===== src/rtl/sevenseg_pkg.sv =====
// Shared types and active-low segment glyphs ({g,f,e,d,c,b,a}) for the
// four-digit seven-segment display path.
package sevenseg_pkg;

  typedef logic [3:0] bcd_digit_t;
  typedef logic [1:0] digit_idx_t;

  localparam int unsigned NUM_DIGITS = 4;

  localparam logic [6:0] SEG_OFF  = 7'h7F;
  localparam logic [6:0] SEG_DASH = 7'b0111111;

  localparam logic [6:0] SEG_0 = 7'b1000000;
  localparam logic [6:0] SEG_1 = 7'b1111001;
  localparam logic [6:0] SEG_2 = 7'b0100100;
  localparam logic [6:0] SEG_3 = 7'b0110000;
  localparam logic [6:0] SEG_4 = 7'b0011001;
  localparam logic [6:0] SEG_5 = 7'b0010010;
  localparam logic [6:0] SEG_6 = 7'b0000010;
  localparam logic [6:0] SEG_7 = 7'b1111000;
  localparam logic [6:0] SEG_8 = 7'b0000000;
  localparam logic [6:0] SEG_9 = 7'b0010000;

endpackage


===== src/rtl/bcd_to_seg.sv =====
// Combinational BCD nibble to active-low seven-segment decode; nibbles
// A..F render as a dash.
module bcd_to_seg
  import sevenseg_pkg::*;
(
  input  bcd_digit_t digit,
  output logic [6:0] seg
);

  always_comb begin
    seg = SEG_DASH;
    case (digit)
      4'd0: seg = SEG_0;
      4'd1: seg = SEG_1;
      4'd2: seg = SEG_2;
      4'd3: seg = SEG_3;
      4'd4: seg = SEG_4;
      4'd5: seg = SEG_5;
      4'd6: seg = SEG_6;
      4'd7: seg = SEG_7;
      4'd8: seg = SEG_8;
      4'd9: seg = SEG_9;
      default: seg = SEG_DASH;
    endcase
  end

endmodule


===== src/rtl/bcd_sevenseg_scan.sv =====
// Four-digit multiplexed seven-segment driver capturing packed BCD on rdy rise.
// Optional leading-zero blanking: define LEADZERO_BLANK_EN.
module bcd_sevenseg_scan
  import sevenseg_pkg::*;
#(
  parameter int unsigned CLK_DIV = 50000
) (
  input  logic        clk,
  input  logic        rst,
  input  logic [15:0] bcd_d_in,
  input  logic        rdy,
  output logic [6:0]  seg,
  output logic [3:0]  an,
  output logic        dp
);

  localparam int unsigned DIV_W = (CLK_DIV > 1) ? $clog2(CLK_DIV) : 1;
  localparam logic [DIV_W-1:0] DIV_LAST = DIV_W'(CLK_DIV - 1);

  logic [15:0]      held;
  logic             rdy_q;
  logic [DIV_W-1:0] div_cnt;
  digit_idx_t       idx;
  logic             tick;
  logic             load;
  logic             blank;
  bcd_digit_t       cur_digit;
  logic [6:0]       cur_seg;

  assign load = rdy & ~rdy_q;
  assign tick = (div_cnt == DIV_LAST);

  always_ff @(posedge clk or posedge rst) begin
    if (rst) begin
      rdy_q <= 1'b0;
      held  <= '0;
    end else begin
      rdy_q <= rdy;
      if (load) held <= bcd_d_in;
    end
  end

  always_ff @(posedge clk or posedge rst) begin
    if (rst) begin
      div_cnt <= '0;
      idx     <= '0;
    end else begin
      div_cnt <= tick ? '0 : div_cnt + 1'b1;
      if (tick) idx <= idx + 1'b1;
    end
  end

  assign cur_digit = held[{idx, 2'b00} +: 4];

  bcd_to_seg u_dec (
    .digit (cur_digit),
    .seg   (cur_seg)
  );

`ifdef LEADZERO_BLANK_EN
  // lead_zero[k]: every digit from k upward is zero; digit 0 always lit
  logic [NUM_DIGITS-1:0] lead_zero;

  always_comb begin
    lead_zero = '0;
    for (int unsigned k = 1; k < NUM_DIGITS; k++) begin
      lead_zero[k] = ((held >> (4 * k)) == 16'h0000);
    end
  end

  assign blank = lead_zero[idx];
`else
  assign blank = 1'b0;
`endif

  always_ff @(posedge clk or posedge rst) begin
    if (rst) begin
      seg <= SEG_OFF;
      an  <= '1;
      dp  <= 1'b1;
    end else begin
      dp <= 1'b1;
      if (blank) begin
        seg <= SEG_OFF;
        an  <= '1;
      end else begin
        seg <= cur_seg;
        an  <= ~(4'b0001 << idx);
      end
    end
  end

endmodule

===== config.mk =====
export PLATFORM = sky130hd
export DESIGN_NAME = bcd_sevenseg_scan
export DESIGN_NICKNAME = d
export VERILOG_FILES = /design/src/rtl/sevenseg_pkg.sv /design/src/rtl/bcd_to_seg.sv /design/src/rtl/bcd_sevenseg_scan.sv
export SDC_FILE = /design/constraint.sdc
export NUM_CORES = 1
export LEC_CHECK = 0
export BUFFER_PORTS_ARGS = -buffer_cell sky130_fd_sc_hd__buf_4
export CAP_MARGIN = 5
export CORE_ASPECT_RATIO = 0.5
export CORE_MARGIN = 5
export CORE_UTILIZATION = 51
export CTS_CLUSTER_DIAMETER = 150
export DETAILED_ROUTE_END_ITERATION = 8
export MAX_ROUTING_LAYER = met4
export PLACE_DENSITY = 0.75
export SLEW_MARGIN = 5
export SYNTH_ARGS = -nofsm -noshare
export SYNTH_HDL_FRONTEND = slang
export SYNTH_SLANG_ARGS = --single-unit

===== constraint.sdc =====
create_clock -name clk -period 1.73 [get_ports clk]
set_input_delay 0 -clock clk [delete_from_list [all_inputs] [get_ports clk]]
set_output_delay 0 -clock clk [all_outputs]
set_load 0.005 [all_outputs]

==> results.ini <==
[status]
outcome=finished clean

[synth]
yosysSeqAreaShare=0.546
synth_nets=206
yosys_warnings=0
avgSynthCellArea_sq_um=12.1
synth_area_sq_um=2130
synth_cell_type_count=32
yosys_register_bits=46
synth_area_leader_cell=dfrtp_1
synth_area_leaders=dfrtp_1 (41%), dfstp_2 (14%), mux2_2 (8.5%), ha_1 (6.5%), xnor2_1 (4.5%)
yosys.area.top_type_share=0.411
postSynthCellCount=176

[setup_path]
path_max_fanout=9
crit_path_end=seg[3]
crit_family=compound AO/OA/AOI/OAI gates
path_depth=5
r2r_cells=5
worstSetupPathType=reg2reg
r2r_start=idx[1]
startpoint=idx[1]
cp-start-kind=register
path_buf_inv=2
endpoint_kind=register
cp_cell_sequence=buf_4, inv_1, o311ai_0, a32oi_2, o21ai_1
crit_slowest_cell=o311ai_0
r2r-end=seg[3]
max_stage_delay_ns=0.64
worstPathRequired_ns=1.96
rrSetupSlack_ns=0.03
critPathArrivalTime_ns=1.93

[route]
via_per_inst=5.18
routed_wl_um=4170
first_pass_iters=4
wl_per_cell_um=14.5
drt_iter0_drc=60
ant_nets=0
num_vias=1493
remaining_drc_errors=0

[clock_network]
clkLatencyLatePin_ns=0.30
cts_buffers=5
cts_root_buffer=clkbuf_8
cts_buffer_depth=2
cts_max_level=2
clock-sinks=46
clk_pin_slew_ns=0.08
cts_tree=yes

[global_routing]
antenna_found_initial=0
grt_pass1_wl_um=7130
grt_pass1_vias=1561
grt_overflow=0
grt_max_degree=24
grt.total_usage=0.166

[finish]
fin_cells=288
fin_area_sq_um=2740
fin_nets=263
syn_to_final_growth_pct=28.6
n_antenna_cell=0
drive_gt1_frac=0.342

[place]
place_inst=261
hpwlAfterDp_um=2790
dp_slack_ns=-0.0133
place.gp.congestion=0.865
port_buffers=29
place_area_sq_um=2450

[die]
core_sq_um=3960
die_y_um=55.7
start_util=0.538
ios=31
placementRows=16
dieWidth_um=101
dieArea_sq_um=5650

[power]
power.density_nw_per_um2=853
vdd_drop_max_uv=375
leakagePower_nw=1.23

[timing]
setup_ws_ns=0.0309
setup_viol=0
holdWs_ns=0.318
hold_viol=0
timing.fmax_mhz=589
worstMarginPinSlew_ns=0.684
tns_ns=0
max-slew-margin-rel=0.538
post-route-period-util=0.982
maxSlewViolCount=0
period_needed_ns=1.70
clock_skew_ns=0.00737

[min_path]
hold_path.class=in2async

[run]
maxCapViolCount=0

metrics by stage:
stage          total power [mW]   util
2_1_floorplan              1.45      -
3_3_place_gp               1.59  0.617
3_5_place_dp               1.61  0.617
4_1_cts                    2.36  0.688
5_1_grt                    2.44  0.692
6_report                   2.34  0.692
cell type report:
cell class | instances | area, sq um
multi-input combinational | 111 | 887
sequential | 46 | 1170
timing repair buffer | 58 | 480
tap | 54 | 67.6
fill | 275 | 1220
clock buffer | 7 | 96.3
inverter | 11 | 41.3
clock inverter | 1 | 3.75
kinds of logic after synthesis:
kind of cell,Yosys count,share of synthesized area
XOR/XNOR,15,0.0616
buffers and inverters,19,0.0411
flip-flops,46,0.546
AND/OR/NAND/NOR,52,0.118
other,1,0.00176
adder cells (fa/ha/maj),11,0.0646
multiplexers,21,0.132
AO/OA/AOI/OAI,11,0.0346
worst min-delay path: cells and delay by family:
family	cells	cell delay, ns
buf+inv	4	1.01
what timing repair did:
item                       in CTS  in global routing
hold buffers                   18                  0
buffers inserted                0                  1
gates cloned                    0                  0
setup endpoints to repair       2                  2
resized for setup               1                  1
hold endpoints to repair       52                  0
pin swaps                       0                  0
Yosys cell counts:
cell type  number
a21oi_1         3
a2bb2oi_1       1
a32oi_1         1
and4b_1         1
buf_2           4
buf_4           1
buf_6           1
clkbuf_1        2
clkinv_1        1
conb_1          1
dfrtp_1        35
dfstp_2        11
ha_1           11
inv_1          10
mux2_1          1
mux2_2         16
mux4_2          4
nand2_1        10
nand3_1         5
nand4_1         6
nor2_1         17
nor2b_1         2
nor3_1          5
nor4_1          2
nor4b_1         1
o21ai_1         3
o311ai_0        2
o31a_1          1
or2_1           1
or3_1           2
xnor2_1        11
xor2_1          4
how the worst min path moves through the flow:
stage / startpoint / endpoint
final: rst / held[14]
after floorplan: rdy / rdy_q
after CTS: rst / held[8]
after global routing: rst / held[14]
after detailed placement: rst / held[4]
after global placement: rst / div_cnt[2]
power breakdown:
group	internal, mW	total, mW	switching (mW)
logic	0.225	0.386	0.161
clock network	0.359	0.706	0.347
registers	1.20	1.25	0.0499
total	1.78	2.34	0.558
cell usage in the layout, fill, tap and decap left out, types with 7 or more instances in the layout:
master / synthesis / final
dlygate4sd3_1: 0 / 18
inv_1: 10 / 10
mux2_2: 16 / 16
ha_1: 11 / 11
nor2_1: 17 / 17
nand2_1: 10 / 10
dfrtp_1: 35 / 34
xnor2_1: 11 / 11
clkbuf_8: 0 / 7
buf_4: 1 / 40
dfstp_2: 11 / 11
flip-flops by register name (all words and copies together) (netlist names):
signal and flops:
held 16, an 4, seg 7, rdy_q 1, div_cnt 16, idx 2
metal layers:
| layer | GRT usage | wire length, um |
|---|---|---|
| met5 | - | 0 |
| met4 | 0.0795 | 88 |
| met3 | 0.0338 | 161 |
| met2 | 0.274 | 2200 |
| met1 | 0.192 | 1710 |
Power figures use the tool's default switching activity.
